<file path="src/rtl/div_ctrl_pkg.sv">
// Shared definitions for the DIV/DIVU sequencer: widths, FSM state encoding
// and handshake constants.
package div_ctrl_pkg;

  localparam int unsigned DivDataW     = 32;
  localparam int unsigned DivCntW      = 6;
  localparam int unsigned DoubleRegBus = 2 * DivDataW;

  typedef enum logic [1:0] {
    DivFree   = 2'b00,
    DivByZero = 2'b01,
    DivOn     = 2'b10,
    DivEnd    = 2'b11
  } div_state_e;

  localparam logic DivStart          = 1'b1;
  localparam logic DivStop           = 1'b0;
  localparam logic DivResultReady    = 1'b1;
  localparam logic DivResultNotReady = 1'b0;

endpackage : div_ctrl_pkg

</file>
<file path="src/rtl/div_ctrl_if.sv">
// EX-stage <-> divider handshake: operands and request in, {rem, quo} and ready out.
interface div_ctrl_if;
  import div_ctrl_pkg::*;

  logic                    signed_div_i;
  logic [DivDataW-1:0]     opdata1_i;
  logic [DivDataW-1:0]     opdata2_i;
  logic                    start_i;
  logic                    annul_i;
  logic [DoubleRegBus-1:0] result_o;
  logic                    ready_o;

  modport master (
    output signed_div_i, opdata1_i, opdata2_i, start_i, annul_i,
    input  result_o, ready_o
  );

  modport slave (
    input  signed_div_i, opdata1_i, opdata2_i, start_i, annul_i,
    output result_o, ready_o
  );

endinterface : div_ctrl_if

</file>
<file path="src/rtl/div_ctrl.sv">
// Radix-2 restoring divider sequencer for DIV/DIVU, one quotient bit per clock.
// The quotient is shifted into the dividend register as the dividend drains out.
module div_ctrl
  import div_ctrl_pkg::*;
#(
  parameter int unsigned DATA_W = DivDataW,
  parameter int unsigned CNT_W  = DivCntW
) (
  input logic       clk,
  input logic       rst,
  div_ctrl_if.slave div_if
);

  div_state_e          state_q;
  logic [CNT_W-1:0]    cnt_q;
  logic [DATA_W-1:0]   dvd_q;
  logic [DATA_W-1:0]   dsr_q;
  logic [DATA_W-1:0]   rem_q;
  logic                neg_quo_q;
  logic                neg_rem_q;
  logic [2*DATA_W-1:0] result_q;
  logic                ready_q;

  logic [DATA_W:0]     rem_sh;
  logic [DATA_W:0]     trial;
  logic [DATA_W-1:0]   rem_d;
  logic [DATA_W-1:0]   dvd_d;
  logic [DATA_W-1:0]   quo_fix;
  logic [DATA_W-1:0]   rem_fix;
  logic                sign1;
  logic                sign2;
  logic [DATA_W-1:0]   abs1;
  logic [DATA_W-1:0]   abs2;

  // One restoring step, final sign fix-up and operand magnitudes.
  always_comb begin
    rem_sh  = {rem_q, dvd_q[DATA_W-1]};
    trial   = rem_sh - {1'b0, dsr_q};
    rem_d   = trial[DATA_W] ? rem_sh[DATA_W-1:0] : trial[DATA_W-1:0];
    dvd_d   = {dvd_q[DATA_W-2:0], ~trial[DATA_W]};
    quo_fix = neg_quo_q ? -dvd_q : dvd_q;
    rem_fix = neg_rem_q ? -rem_q : rem_q;
    sign1   = div_if.signed_div_i & div_if.opdata1_i[DATA_W-1];
    sign2   = div_if.signed_div_i & div_if.opdata2_i[DATA_W-1];
    abs1    = sign1 ? -div_if.opdata1_i : div_if.opdata1_i;
    abs2    = sign2 ? -div_if.opdata2_i : div_if.opdata2_i;
  end

  always_ff @(posedge clk) begin
    if (rst) begin
      state_q   <= DivFree;
      cnt_q     <= '0;
      dvd_q     <= '0;
      dsr_q     <= '0;
      rem_q     <= '0;
      neg_quo_q <= 1'b0;
      neg_rem_q <= 1'b0;
      result_q  <= '0;
      ready_q   <= DivResultNotReady;
    end else begin
      case (state_q)
        DivFree: begin
          result_q <= '0;
          ready_q  <= DivResultNotReady;
          if (div_if.start_i == DivStart && !div_if.annul_i) begin
            if (div_if.opdata2_i == '0) begin
              state_q <= DivByZero;
            end else begin
              state_q   <= DivOn;
              cnt_q     <= '0;
              dvd_q     <= abs1;
              dsr_q     <= abs2;
              rem_q     <= '0;
              neg_quo_q <= sign1 ^ sign2;
              neg_rem_q <= sign1;
            end
          end
        end
        DivByZero: begin
          state_q  <= DivEnd;
          result_q <= '0;
          ready_q  <= DivResultReady;
        end
        DivOn: begin
          // Flush wins over iteration so a squashed instruction never completes.
          if (div_if.annul_i) begin
            state_q  <= DivFree;
            result_q <= '0;
            ready_q  <= DivResultNotReady;
          end else if (cnt_q != CNT_W'(DATA_W)) begin
            rem_q <= rem_d;
            dvd_q <= dvd_d;
            cnt_q <= cnt_q + CNT_W'(1);
          end else begin
            state_q  <= DivEnd;
            result_q <= {rem_fix, quo_fix};
            ready_q  <= DivResultReady;
          end
        end
        DivEnd: begin
          if (div_if.start_i == DivStop) begin
            state_q  <= DivFree;
            result_q <= '0;
            ready_q  <= DivResultNotReady;
          end
        end
        default: state_q <= DivFree;
      endcase
    end
  end

  assign div_if.result_o = result_q;
  assign div_if.ready_o  = ready_q;

endmodule : div_ctrl

</file>
<file path="src/flat_wrapper.sv">
// flat-port wrapper written by rule: the top's interface ports become plain ports
module div_ctrl_flat import div_ctrl_pkg::*;
#(
  parameter int unsigned DATA_W = DivDataW,
  parameter int unsigned CNT_W  = DivCntW
)
  (clk, rst, div_if_signed_div_i, div_if_opdata1_i, div_if_opdata2_i, div_if_start_i, div_if_annul_i, div_if_result_o, div_if_ready_o);
  div_ctrl_if div_if_i ();
  input logic clk;
  input logic rst;
  input wire logic [$bits(div_if_i.signed_div_i)-1:0] div_if_signed_div_i;
  input wire logic [$bits(div_if_i.opdata1_i)-1:0] div_if_opdata1_i;
  input wire logic [$bits(div_if_i.opdata2_i)-1:0] div_if_opdata2_i;
  input wire logic [$bits(div_if_i.start_i)-1:0] div_if_start_i;
  input wire logic [$bits(div_if_i.annul_i)-1:0] div_if_annul_i;
  output wire logic [$bits(div_if_i.result_o)-1:0] div_if_result_o;
  output wire logic [$bits(div_if_i.ready_o)-1:0] div_if_ready_o;
  assign div_if_i.signed_div_i = div_if_signed_div_i;
  assign div_if_i.opdata1_i = div_if_opdata1_i;
  assign div_if_i.opdata2_i = div_if_opdata2_i;
  assign div_if_i.start_i = div_if_start_i;
  assign div_if_i.annul_i = div_if_annul_i;
  assign div_if_result_o = div_if_i.result_o;
  assign div_if_ready_o = div_if_i.ready_o;
  div_ctrl #(.DATA_W(DATA_W), .CNT_W(CNT_W)) u_core (.clk(clk), .rst(rst), .div_if(div_if_i));
endmodule
</file>
<file path="config.mk">
export PLATFORM = sky130hd
export DESIGN_NAME = div_ctrl_flat
export DESIGN_NICKNAME = d
export VERILOG_FILES = /design/src/rtl/div_ctrl_pkg.sv /design/src/rtl/div_ctrl_if.sv /design/src/rtl/div_ctrl.sv /design/src/flat_wrapper.sv
export SDC_FILE = /design/constraint.sdc
export NUM_CORES = 1
export LEC_CHECK = 0
export ABC_AREA = 1
export CAP_MARGIN = 5
export CORE_MARGIN = 3
export CORE_UTILIZATION = 40
export DETAILED_ROUTE_END_ITERATION = 10
export PLACE_DENSITY = 0.72
export SYNTH_ARGS = -nofsm -noshare
export SYNTH_HDL_FRONTEND = slang
export SYNTH_SLANG_ARGS = --single-unit
</file>
<file path="constraint.sdc">
create_clock -name clk -period 2.27 [get_ports clk]
set_input_delay 0.3405 -clock clk [delete_from_list [all_inputs] [get_ports clk]]
set_output_delay 0.3405 -clock clk [all_outputs]
set_load 0.02 [all_outputs]
</file>
==> metrics.txt, run 1 <==
# TYPE chip_impl_metric gauge
chip_impl_info{name="ctsRootBufferMaster",value="sky130_fd_sc_hd__clkbuf_16"} 1
chip_impl_metric{name="power_density",unit="nW/um^2"} 890
chip_impl_metric{name="detail_route.wirelength",unit="mm"} 46.2
chip_impl_info{name="post-synth-top-count-cell",value="sky130_fd_sc_hd__nand2_1"} 1
chip_impl_metric{name="finalCoreUtilization",unit="%"} 53.6
chip_impl_metric{name="num-fill-cells",unit=""} 3239
chip_impl_info{name="unrepaired_setup_endpoints_after_global_routing",value="true"} 1
chip_impl_metric{name="cap_viol_max_count",unit=""} 0
chip_impl_metric{name="total_of_warnings_raised_by_yosys",unit=""} 0
chip_impl_metric{name="fin_crit_share",unit="%"} 102
chip_impl_metric{name="place.gp.congestion",unit=""} 0.973
chip_impl_metric{name="io_pins",unit=""} 134
chip_impl_metric{name="antenna_found_initial",unit=""} 1
chip_impl_info{name="ys_top_cells_by_area",value="sky130_fd_sc_hd__dfxtp_1 26%, sky130_fd_sc_hd__nand2_1 20%, sky130_fd_sc_hd__nand3_1 9.5%"} 1
chip_impl_metric{name="detail_route.first_pass.iterations",unit=""} 7
chip_impl_metric{name="cts.sinks",unit=""} 171
chip_impl_metric{name="grt_first_pass_wirelength",unit="mm"} 72.8
chip_impl_metric{name="cts.reportedPaths.clkPinSlew",unit="ps"} 80
chip_impl_metric{name="chipHeight",unit="microns"} 188
chip_impl_info{name="hold_path_class",value="input port to flip-flop"} 1
chip_impl_info{name="crit_path_cell_trace",value="inv_1, ha_1, nand2_1, nor2_2, inv_1, nor2_4, nand2_2, nand2_2, nand2_4, nand2_4, nand2_8, nand2_8, clkbuf_16, nand2_2, nand3_2, a21oi_1"} 1
chip_impl_metric{name="worst_pin_slew",unit="ps"} 688
chip_impl_metric{name="synth_enable_flop_cells",unit=""} 0
chip_impl_metric{name="proportion_of_layout_cells_with_a_drive_suffix_above_1",unit="%"} 16.6
chip_impl_metric{name="clock_latency",unit="ps"} 450
chip_impl_metric{name="synth_area_per_cell",unit="sq um"} 5.94
chip_impl_metric{name="final_nets",unit=""} 2612
chip_impl_info{name="cpLargestDelayFamily",value="simple AND/OR/NAND/NOR gates"} 1
chip_impl_metric{name="timing.slew.headroom",unit="%"} 54.2
chip_impl_metric{name="hpwlAfterDp",unit="mm"} 36.1
chip_impl_metric{name="route.detailed.drc",unit=""} 0
chip_impl_metric{name="final_hold_fails",unit=""} 0
chip_impl_metric{name="core.rowCount",unit=""} 66
chip_impl_metric{name="floorplan.die_area",unit="sq um"} 35400
chip_impl_metric{name="internal_power",unit="W"} 0.00815
chip_impl_info{name="timing_worst_setup_path_type",value="flip-flop to flip-flop"} 1
chip_impl_metric{name="postLayoutSetupSlackWorst",unit="ps"} -37.4
chip_impl_metric{name="initial_standard_cell_utilization_of_the_core",unit="%"} 40.7
chip_impl_metric{name="postRouteAntennaNets",unit=""} 0
chip_impl_metric{name="ys_types",unit=""} 52
chip_impl_metric{name="stdcell_area",unit="sq um"} 17500
chip_impl_metric{name="leakagePower",unit="nW"} 8.21
chip_impl_metric{name="maxSlewViolCount",unit=""} 0
chip_impl_metric{name="die_width",unit="microns"} 188
chip_impl_metric{name="cts_made_buffers",unit=""} 17
chip_impl_metric{name="detailed_place.area",unit="sq um"} 16300
chip_impl_info{name="critical-path-top-cell-by-count",value="sky130_fd_sc_hd__nand2_2"} 1
chip_impl_metric{name="worst_clock_skew",unit="ps"} 17.5
chip_impl_metric{name="comb_power_share",unit="%"} 55.2
chip_impl_metric{name="synthesis.instances",unit=""} 2236
chip_impl_metric{name="period_minus_slack",unit="ps"} 2310
chip_impl_metric{name="number_of_nets_produced_by_synthesis",unit=""} 2348
chip_impl_metric{name="drt-vias-per-instance",unit=""} 5.18
chip_impl_info{name="worstSetupStartpointType",value="flip-flop"} 1
chip_impl_metric{name="sequentialPowerShare",unit="%"} 25.2
chip_impl_metric{name="timing.critical_path.required",unit="ps"} 2580
chip_impl_info{name="violations",value="negative setup slack"} 1
chip_impl_metric{name="critical_path_peak_fanout",unit=""} 4
chip_impl_info{name="slowest_stage",value="sky130_fd_sc_hd__ha_1"} 1
chip_impl_info{name="synthTopCellsByCount",value="713 x sky130_fd_sc_hd__nand2_1, 296 x sky130_fd_sc_hd__inv_1, 251 x sky130_fd_sc_hd__nand3_1"} 1
chip_impl_metric{name="p_clk_share",unit="%"} 19.7
chip_impl_info{name="biggest_area_consumer_among_synthesized_cells",value="sky130_fd_sc_hd__dfxtp_1"} 1
chip_impl_metric{name="placeable_area",unit="sq um"} 32600
chip_impl_metric{name="number_of_buffers_between_clock_root_and_the_deepest_sink",unit=""} 2
chip_impl_metric{name="cpPeakStageDelay",unit="ps"} 340
chip_impl_metric{name="synth.top_cell.area_share",unit="%"} 25.8
chip_impl_metric{name="num_antenna_cells",unit=""} 0
chip_impl_info{name="outcome",value="finished, violations left"} 1
chip_impl_metric{name="syn_to_final_growth",unit="%"} 31.6
chip_impl_info{name="cts_tree",value="done"} 1
chip_impl_metric{name="netSwitchingPower",unit="W"} 0.00740
chip_impl_metric{name="max_clock_freq",unit="GHz"} 0.433
chip_impl_metric{name="vdd_ir_drop_max",unit="mV"} 0.578
chip_impl_metric{name="placement.io_buffers",unit=""} 133
chip_impl_metric{name="timing.critical_path.buf_inv",unit=""} 3
chip_impl_metric{name="synth.cell_area",unit="sq um"} 13300
chip_impl_metric{name="routedWlPerCell",unit="microns"} 15.6
chip_impl_metric{name="grt_start_max_net_pins",unit=""} 135
chip_impl_metric{name="via_count",unit=""} 15300
chip_impl_metric{name="netSwitchingFraction",unit="%"} 47.6
chip_impl_info{name="sort_of_element_at_the_end_of_the_critical_path",value="flip-flop"} 1
chip_impl_metric{name="whs",unit="ps"} 443
chip_impl_metric{name="gr-usage-all-layers",unit="%"} 25.3
chip_impl_metric{name="cts_max_level",unit=""} 4
chip_impl_info{name="postSynth.topFlopCell",value="sky130_fd_sc_hd__dfxtp_1"} 1
chip_impl_metric{name="synth.ff_latch_count",unit=""} 171
chip_impl_metric{name="first_iter_violations",unit=""} 1645
chip_impl_metric{name="setup_viol_count_final",unit=""} 14
chip_impl_metric{name="synth_async_sr_flop_share",unit="%"} 0
chip_impl_metric{name="synth.yosys.seq_area_share",unit="%"} 25.8
chip_impl_metric{name="power.total",unit="W"} 0.0156
chip_impl_metric{name="grt.overflow.total",unit=""} 0
chip_impl_metric{name="arrival_worst_endpoint",unit="ps"} 2620
chip_impl_metric{name="vias_in_the_first_global_route",unit=""} 14200
[placed cells by master (no fill, tap or decap), types with 27 or more instances in the layout]
cell and count:
sky130_fd_sc_hd__a21oi_1 160, sky130_fd_sc_hd__clkdlybuf4s50_1 132, sky130_fd_sc_hd__nand2_1 683, sky130_fd_sc_hd__nand3_2 27, sky130_fd_sc_hd__nor2_1 152, sky130_fd_sc_hd__nand3_1 226
sky130_fd_sc_hd__nand2_2 51, sky130_fd_sc_hd__buf_4 180, sky130_fd_sc_hd__xor2_1 46, sky130_fd_sc_hd__inv_1 293, sky130_fd_sc_hd__ha_1 35, sky130_fd_sc_hd__dfxtp_1 167
sky130_fd_sc_hd__o21ai_0 89, sky130_fd_sc_hd__a21oi_2 27
[power groups by stage]
stage	Clock [W]	Sequential, W	Combinational (W)
2_1_floorplan	0	0.00381	0.00528
3_3_place_gp	0	0.00392	0.00774
3_5_place_dp	0	0.00394	0.00784
4_1_cts	0.00308	0.00388	0.00792
5_1_grt	0.00320	0.00396	0.00949
6_report	0.00306	0.00391	0.00858
[repair_timing]
| action | 4_1_cts | 5_1_grt |
|---|---|---|
| buffers inserted | 0 | 3 |
| endpoints found under the setup margin | 33 | 46 |
| resized for setup | 9 | 110 |
| hold buffers | 0 | 0 |
| hold endpoints to repair | 0 | 0 |
| pin swaps | 0 | 12 |
| gates cloned | 0 | 2 |
[cell type report]
cell class / instances / area (sq um) / share of cell area (%)
Clock inverter: 14 / 169 / 0.966
Multi-Input combinational cell: 1674 / 8750 / 50.1
Inverter: 308 / 1160 / 6.62
Timing Repair Buffer: 328 / 2980 / 17.1
Tap cell: 442 / 553 / 3.16
Clock buffer: 18 / 439 / 2.51
Sequential cell: 171 / 3430 / 19.6
[registers in the layout (all words and copies together) (netlist names)]
register,flops
u_core.div_if.result_o,64
u_core.dsr_q,32
u_core.dvd_q,32
u_core.rem_q,32
u_core.cnt_q,6
u_core.state_q,2
u_core.div_if.ready_o,1
u_core.neg_quo_q,1
u_core.neg_rem_q,1
[final timing paths]
path / to / slack, ps / depth (start not counted) / from
min: u_core.dvd_q[30] / 440 / 5 / rst
max: u_core.rem_q[8] / -40 / 16 / u_core.dsr_q[9]
max reg2reg: u_core.rem_q[8] / -40 / 16 / u_core.dsr_q[9]
min reg2reg: u_core.div_if.result_o[3] / 470 / 2 / u_core.div_if.result_o[3]
[metal layers]
layer  global-route usage [%]  up-vias  part of all wire [%]
met5                        0        -                     0
met2                     39.8      559                    44
met3                     3.00       81                   6.7
met4                     10.0        0                   3.5
li1                         -     7660                     -
met1                     35.4     6998                    46
[cell families after synthesis]
group,synth area share (%)
AND/OR/NAND/NOR,40.8
buffers and inverters,12.0
AO/OA/AOI/OAI,13.3
flip-flops,25.8
XOR/XNOR,4.02
adder cells (fa/ha/maj),4.11
[metrics by stage]
stage          instances  setup WS (ps)  TNS, ps
2_1_floorplan       2236           59.7        0
3_3_place_gp        2918           -173    -5090
3_5_place_dp        2918           -216    -9810
4_1_cts             2950           6.36        0
5_1_grt             2955           -144    -3810
6_report            2955          -37.4     -184
[worst min-delay path: cells and delay by family]
family                 cells  cell delay [ps]
buffers and inverters      4              400
and+or+nand+nor            1              110
(Power assumes the default switching activity.)
==> run 2: changes to the inputs <==
Settings changed: CORE_ASPECT_RATIO from default to 1.5.
==> metrics.txt, run 2 (synthesized netlist as in run 1, its figures left out) <==
# TYPE chip_impl_metric gauge
chip_impl_info{name="outcome",value="finished, violations left"} 1
chip_impl_info{name="violations",value="negative setup slack"} 1
chip_impl_metric{name="detail_route.wirelength",unit="mm"} 49.1
chip_impl_metric{name="routed-wl-met3",unit="mm"} 1.91
chip_impl_info{name="timing_worst_setup_path_type",value="flip-flop to flip-flop"} 1
chip_impl_metric{name="place.gp.congestion",unit=""} 0.933
chip_impl_metric{name="postLayoutSetupSlackWorst",unit="ps"} -38.3
chip_impl_info{name="worst_r2r_startpoint",value="u_core.dsr_q[0]"} 1
chip_impl_metric{name="p_clk_share",unit="%"} 18.7
chip_impl_metric{name="netSwitchingPower",unit="W"} 0.00745
chip_impl_metric{name="setup_viol_count_final",unit=""} 17
chip_impl_metric{name="proportion_of_layout_cells_with_a_drive_suffix_above_1",unit="%"} 18.6
chip_impl_metric{name="fin_crit_share",unit="%"} 102
chip_impl_metric{name="stdcell_area",unit="sq um"} 17900
chip_impl_metric{name="via_count",unit=""} 15500
chip_impl_metric{name="postRouteAntennaNets",unit=""} 0
chip_impl_metric{name="totalNegativeSetupSlack",unit="ps"} -337
chip_impl_metric{name="cts.sinks",unit=""} 171
chip_impl_metric{name="hpwlAfterDp",unit="mm"} 39.1
chip_impl_metric{name="vdd_ir_drop_max",unit="mV"} 0.447
chip_impl_metric{name="dp_cells",unit=""} 2936
chip_impl_info{name="timing.hold.worst.start",value="rst"} 1
chip_impl_info{name="layout.cells.most_common_list",value="686 x sky130_fd_sc_hd__nand2_1, 283 x sky130_fd_sc_hd__inv_1, 237 x sky130_fd_sc_hd__nand3_1, 225 x sky130_fd_sc_hd__buf_4, 162 x sky130_fd_sc_hd__dfxtp_1"} 1
chip_impl_metric{name="floorplan.die_area",unit="sq um"} 35500
chip_impl_metric{name="critical_path_peak_fanout",unit=""} 7
chip_impl_info{name="sort_of_element_at_the_end_of_the_critical_path",value="flip-flop"} 1
chip_impl_metric{name="first_iter_violations",unit=""} 955
chip_impl_metric{name="drt-vias-per-instance",unit=""} 5.20
chip_impl_metric{name="grt_start_max_net_pins",unit=""} 50
chip_impl_metric{name="route.detailed.drc",unit=""} 0
chip_impl_metric{name="netSwitchingFraction",unit="%"} 46.3
chip_impl_metric{name="cts.reportedPaths.clkPinSlew",unit="ps"} 70
chip_impl_metric{name="routedWlPerCell",unit="microns"} 16.5
chip_impl_metric{name="placement.io_buffers",unit=""} 133
chip_impl_metric{name="syn_to_final_growth",unit="%"} 34.8
chip_impl_metric{name="wl_met2",unit="mm"} 25.7
chip_impl_metric{name="detailed_place.area",unit="sq um"} 16600
chip_impl_metric{name="grt.overflow.total",unit=""} 0
chip_impl_metric{name="final-instance-count-excl-fill",unit=""} 2976
chip_impl_metric{name="clock_latency",unit="ps"} 460
chip_impl_metric{name="gr-usage-all-layers",unit="%"} 26.4
chip_impl_metric{name="largest_register_ffs",unit=""} 64
chip_impl_info{name="worstSetupStartpointType",value="flip-flop"} 1
chip_impl_info{name="unrepaired_setup_endpoints_after_global_routing",value="true"} 1
chip_impl_metric{name="max_clock_freq",unit="GHz"} 0.433
chip_impl_metric{name="leakagePower",unit="nW"} 8.41
chip_impl_metric{name="period_minus_slack",unit="ps"} 2310
chip_impl_metric{name="detail_route.first_pass.iterations",unit=""} 6
chip_impl_metric{name="core.rowCount",unit=""} 81
chip_impl_metric{name="power_density",unit="nW/um^2"} 899
chip_impl_metric{name="internal_power",unit="W"} 0.00865
chip_impl_metric{name="cts_made_buffers",unit=""} 17
chip_impl_info{name="critPathLaunch",value="u_core.dsr_q[0]"} 1
chip_impl_metric{name="maxSlewViolCount",unit=""} 0
chip_impl_metric{name="worst_clock_skew",unit="ps"} 13.1
chip_impl_info{name="ctsRootBufferMaster",value="sky130_fd_sc_hd__clkbuf_16"} 1
chip_impl_metric{name="initial_standard_cell_utilization_of_the_core",unit="%"} 40.7
chip_impl_info{name="top_layer",value="met4"} 1
chip_impl_info{name="hold_path_class",value="input port to flip-flop"} 1
chip_impl_metric{name="whs",unit="ps"} 306
chip_impl_metric{name="final_hold_fails",unit=""} 0
chip_impl_metric{name="finalCoreUtilization",unit="%"} 54.9
chip_impl_metric{name="ctsHoldBuffers",unit=""} 0
chip_impl_metric{name="cap_viol_max_count",unit=""} 0
chip_impl_metric{name="route.layer.met1.wl",unit="mm"} 17.7
chip_impl_metric{name="chipHeight",unit="microns"} 229
chip_impl_metric{name="io_pins",unit=""} 134
chip_impl_metric{name="number_of_buffers_between_clock_root_and_the_deepest_sink",unit=""} 2
chip_impl_metric{name="timing.slew.headroom",unit="%"} 66.5
chip_impl_metric{name="timing.critical_path.required",unit="ps"} 2600
chip_impl_metric{name="grt_first_pass_wirelength",unit="mm"} 74.7
chip_impl_metric{name="worst_pin_slew",unit="ps"} 498
chip_impl_metric{name="die_width",unit="microns"} 155
chip_impl_info{name="cts_tree",value="done"} 1
chip_impl_metric{name="sequentialPowerShare",unit="%"} 24.4
chip_impl_info{name="layout.cells.most_common",value="sky130_fd_sc_hd__nand2_1"} 1
chip_impl_metric{name="cts_max_level",unit=""} 4
chip_impl_metric{name="antenna_found_initial",unit=""} 0
chip_impl_metric{name="comb_power_share",unit="%"} 56.9
chip_impl_metric{name="num_antenna_cells",unit=""} 0
chip_impl_metric{name="vias_in_the_first_global_route",unit=""} 14600
chip_impl_metric{name="arrival_worst_endpoint",unit="ps"} 2640
chip_impl_metric{name="placeable_area",unit="sq um"} 32600
chip_impl_metric{name="final_nets",unit=""} 2660
run 2: changes by cell type in the layout (fill, tap and decap cells not counted), sizes merged:
cell and delta:
buf +47, bufinv +1, clkbuf +3, clkinv -2
clkinvlp +3, inv -4
run 2: worst max-delay path: stages, from the launching register on:
cell	delay, ps
sky130_fd_sc_hd__dfxtp_2	370
sky130_fd_sc_hd__ha_4	180
sky130_fd_sc_hd__fa_2	350
sky130_fd_sc_hd__inv_2	60
sky130_fd_sc_hd__nand2_1	40
sky130_fd_sc_hd__nand2_1	80
sky130_fd_sc_hd__nand3_2	70
sky130_fd_sc_hd__nand2_2	80
sky130_fd_sc_hd__nand2_2	60
sky130_fd_sc_hd__nand2_2	80
sky130_fd_sc_hd__nand2_2	70
sky130_fd_sc_hd__nand2_2	80
sky130_fd_sc_hd__buf_6	120
sky130_fd_sc_hd__nand2_8	80
sky130_fd_sc_hd__nand2_8	110
sky130_fd_sc_hd__clkbuf_16	160
sky130_fd_sc_hd__nand2_1	50
sky130_fd_sc_hd__nand3_1	80
sky130_fd_sc_hd__a21oi_2	60
run 2: layout make-up:
| type | instances | area, sq um |
|---|---|---|
| clock buffer | 20 | 447 |
| clock inverter | 12 | 138 |
| fill | 3173 | 14700 |
| inverter | 308 | 1160 |
| multi-input combinational | 1674 | 8830 |
| sequential | 171 | 3430 |
| tap | 415 | 519 |
| timing repair buffer | 376 | 3380 |
run 2: timing repair:
action                                  in CTS  in global routing
gates cloned                                 0                  3
pin swaps                                    1                  4
endpoints found under the setup margin      33                 44
gates resized for setup                     31                 98
buffers inserted                             3                  2
run 2: final timing paths:
path | to | slack [ps] | cells past startpoint
setup / recovery | u_core.rem_q[19] | -40 | 18
hold / removal | u_core.rem_q[14] | 310 | 2
setup reg to reg | u_core.rem_q[19] | -40 | 18
hold reg to reg | u_core.div_if.result_o[17] | 460 | 2
run 2: power groups by stage:
stage               clock [W]  combinational, W  sequential (W)
finish                0.00301           0.00917         0.00393
global route          0.00314            0.0101         0.00396
CTS                   0.00303           0.00857         0.00390
detailed placement          0           0.00843         0.00395
global placement            0           0.00835         0.00394
floorplan                   0           0.00528         0.00381
run 2: metrics by stage:
step / worst slack [ps] / total power, W
final: -38.3 / 0.0161
after global routing: -168 / 0.0172
after CTS: 10.5 / 0.0155
after detailed placement: -246 / 0.0124
after global placement: -270 / 0.0123
after floorplan: 59.7 / 0.00909
run 2: per-layer routing:
| metal | track usage (%) | up-vias |
|---|---|---|
| met5 | 0 | - |
| met1 | 27.3 | 7099 |
| met3 | 2.91 | 157 |
| met2 | 49.2 | 474 |
| met4 | 18.0 | 0 |
| li1 | - | 7744 |
==> run 3: changes to the inputs <==
Settings changed: CORE_MARGIN 3 to default, GPL_TIMING_DRIVEN from default to 0.
==> metrics.txt, run 3 (synthesized netlist as in run 1, its figures left out) <==
# TYPE chip_impl_metric gauge
chip_impl_metric{name="worst_clock_skew",unit="ps"} 9.10
chip_impl_metric{name="power_density",unit="nW/um^2"} 949
chip_impl_metric{name="worst_pin_slew",unit="ps"} 937
chip_impl_metric{name="timing.slew.headroom",unit="%"} 37.5
chip_impl_metric{name="clock_latency",unit="ps"} 450
chip_impl_metric{name="routedWlPerCell",unit="microns"} 18.1
chip_impl_info{name="timing_worst_setup_path_type",value="flip-flop to flip-flop"} 1
chip_impl_metric{name="vdd_ir_drop_max",unit="mV"} 0.517
chip_impl_info{name="layout.cells.most_common",value="sky130_fd_sc_hd__nand2_1"} 1
chip_impl_metric{name="cap_viol_max_count",unit=""} 0
chip_impl_info{name="outcome",value="finished, violations left"} 1
chip_impl_info{name="sort_of_element_at_the_end_of_the_critical_path",value="flip-flop"} 1
chip_impl_info{name="unrepaired_setup_endpoints_after_global_routing",value="true"} 1
chip_impl_metric{name="power.total",unit="W"} 0.0161
chip_impl_info{name="layout.cells.most_common_list",value="672 x sky130_fd_sc_hd__nand2_1, 290 x sky130_fd_sc_hd__inv_1, 214 x sky130_fd_sc_hd__nand3_1, 159 x sky130_fd_sc_hd__a21oi_1, 153 x sky130_fd_sc_hd__nor2_1"} 1
chip_impl_info{name="worstSetupStartpointType",value="flip-flop"} 1
chip_impl_metric{name="leakagePower",unit="nW"} 7.59
chip_impl_metric{name="cts.reportedPaths.clkPinSlew",unit="ps"} 70
chip_impl_metric{name="timing.critical_path.required",unit="ps"} 2590
chip_impl_metric{name="grt.overflow.total",unit=""} 0
chip_impl_metric{name="first_iter_violations",unit=""} 900
chip_impl_metric{name="grt_first_pass_wirelength",unit="mm"} 76.7
chip_impl_metric{name="setup_viol_count_final",unit=""} 33
chip_impl_metric{name="antenna_found_initial",unit=""} 0
chip_impl_metric{name="floorplan.die_area",unit="sq um"} 34000
chip_impl_info{name="violations",value="negative setup slack"} 1
chip_impl_metric{name="dpl_worst_slack",unit="ps"} -577
chip_impl_metric{name="placement.io_buffers",unit=""} 132
chip_impl_metric{name="max_clock_freq",unit="GHz"} 0.417
chip_impl_metric{name="grt_start_max_net_pins",unit=""} 17
chip_impl_metric{name="hpwlAfterDp",unit="mm"} 40.6
chip_impl_info{name="hold_path_class",value="flip-flop to flip-flop"} 1
chip_impl_metric{name="io_pins",unit=""} 134
chip_impl_metric{name="stdcell_area",unit="sq um"} 17000
chip_impl_metric{name="route.detailed.drc",unit=""} 0
chip_impl_metric{name="placeable_area",unit="sq um"} 32600
chip_impl_metric{name="detailed_place.area",unit="sq um"} 15100
chip_impl_metric{name="num-fill-cells",unit=""} 3280
chip_impl_metric{name="ctsHoldBuffers",unit=""} 0
chip_impl_metric{name="postRouteAntennaNets",unit=""} 0
chip_impl_metric{name="core.rowCount",unit=""} 81
chip_impl_metric{name="critical_path_peak_fanout",unit=""} 5
chip_impl_metric{name="detail_route.first_pass.iterations",unit=""} 5
chip_impl_metric{name="die_width",unit="microns"} 151
chip_impl_metric{name="period_minus_slack",unit="ps"} 2400
chip_impl_metric{name="cts_made_buffers",unit=""} 17
chip_impl_metric{name="final_hold_fails",unit=""} 0
chip_impl_metric{name="chipHeight",unit="microns"} 225
chip_impl_metric{name="cts_max_level",unit=""} 4
chip_impl_metric{name="cts.sinks",unit=""} 171
chip_impl_metric{name="maxSlewViolCount",unit=""} 0
chip_impl_metric{name="final-instance-count-excl-fill",unit=""} 2844
chip_impl_metric{name="postLayoutSetupSlackWorst",unit="ps"} -128
chip_impl_info{name="cts_tree",value="done"} 1
chip_impl_metric{name="initial_standard_cell_utilization_of_the_core",unit="%"} 40.7
chip_impl_metric{name="number_of_buffers_between_clock_root_and_the_deepest_sink",unit=""} 2
chip_impl_metric{name="arrival_worst_endpoint",unit="ps"} 2710
chip_impl_metric{name="gr-usage-all-layers",unit="%"} 30.0
chip_impl_metric{name="num_antenna_cells",unit=""} 0
chip_impl_metric{name="final_nets",unit=""} 2528
chip_impl_info{name="ctsRootBufferMaster",value="sky130_fd_sc_hd__clkbuf_16"} 1
chip_impl_metric{name="detail_route.wirelength",unit="mm"} 51.6
chip_impl_metric{name="dp_cells",unit=""} 2783
chip_impl_metric{name="proportion_of_layout_cells_with_a_drive_suffix_above_1",unit="%"} 14.5
chip_impl_metric{name="largest_register_ffs",unit=""} 64
chip_impl_metric{name="drt-vias-per-instance",unit=""} 5.33
chip_impl_metric{name="vias_in_the_first_global_route",unit=""} 14400
chip_impl_metric{name="place.gp.congestion",unit=""} 0.979
chip_impl_metric{name="fin_crit_share",unit="%"} 106
chip_impl_metric{name="via_count",unit=""} 15200
chip_impl_metric{name="syn_to_final_growth",unit="%"} 27.8
[run 3: cell types whose count changed in the layout (fill, tap and decap cells not counted), sizes merged]
cell / change
bufinv: +3
inv: -2
clkinvlp: +1
buf: -171
clkbuf: +37
[run 3: metal layers]
metal	global-route usage, %	vias up	routed length (microns)
met3	3.62	191	2270
met5	0	-	0
met4	25.1	0	5030
met1	29.7	6932	18100
li1	-	7498	-
met2	55.0	542	26200
[run 3: stage by stage]
| stage | utilization, % | TNS [ps] | hold slack [ps] |
|---|---|---|---|
| after global routing | 52.0 | -5790 | 486 |
| after floorplan | - | 0 | 430 |
| final | 52.0 | -3130 | 465 |
| after detailed placement | 46.3 | -43460 | 457 |
| after global placement | 46.3 | -40340 | 454 |
| after CTS | 50.1 | -571 | 468 |
[run 3: where the power goes]
part | total [W] | switching (W) | leakage [nW] | internal, W
Combinational | 0.00890 | 0.00586 | 5.88 | 0.00304
Sequential | 0.00392 | 0.000501 | 1.40 | 0.00342
Clock | 0.00328 | 0.00130 | 0.313 | 0.00199
[run 3: layout make-up]
cell class / count / area, sq um / area share, %
multi-input combinational: 1674 / 9030 / 53.2
tap: 415 / 519 / 3.06
buffer: 82 / 531 / 3.13
timing repair buffer: 162 / 1610 / 9.49
sequential: 171 / 3460 / 20.4
clock inverter: 14 / 218 / 1.28
inverter: 308 / 1170 / 6.88
clock buffer: 18 / 439 / 2.59
[run 3: what timing repair did]
| item | 4_1_cts | 5_1_grt |
|---|---|---|
| buffers inserted | 10 | 15 |
| gates resized for setup | 124 | 114 |
| pin swaps | 8 | 15 |
| endpoints found under the setup margin | 117 | 133 |
| cloned | 3 | 2 |
[run 3: critical path: stages, from the launching register on]
cell and delay (ps):
sky130_fd_sc_hd__dfxtp_2 360, sky130_fd_sc_hd__inv_2 60, sky130_fd_sc_hd__ha_4 160, sky130_fd_sc_hd__fa_2 380, sky130_fd_sc_hd__inv_2 80, sky130_fd_sc_hd__nand2_2 50, sky130_fd_sc_hd__nand2_2 60, sky130_fd_sc_hd__nand3_2 80
sky130_fd_sc_hd__nand2_2 100, sky130_fd_sc_hd__nand2_2 80, sky130_fd_sc_hd__nand2_4 90, sky130_fd_sc_hd__nand2_8 80, sky130_fd_sc_hd__nand2_8 110, sky130_fd_sc_hd__nand2_8 90, sky130_fd_sc_hd__nand2_8 120, sky130_fd_sc_hd__buf_8 150
sky130_fd_sc_hd__nand2_2 60, sky130_fd_sc_hd__nand3_2 80, sky130_fd_sc_hd__a21oi_2 50
[run 3: path summary, 6_finish.rpt]
kind | slack [ps] | from | to | cells after the start
max | -130 | u_core.dvd_q[31] | u_core.rem_q[6] | 18
min | 470 | u_core.div_if.result_o[20] | u_core.div_if.result_o[20] | 2
max reg2reg | -130 | u_core.dvd_q[31] | u_core.rem_q[6] | 18
min reg2reg | 470 | u_core.div_if.result_o[20] | u_core.div_if.result_o[20] | 2
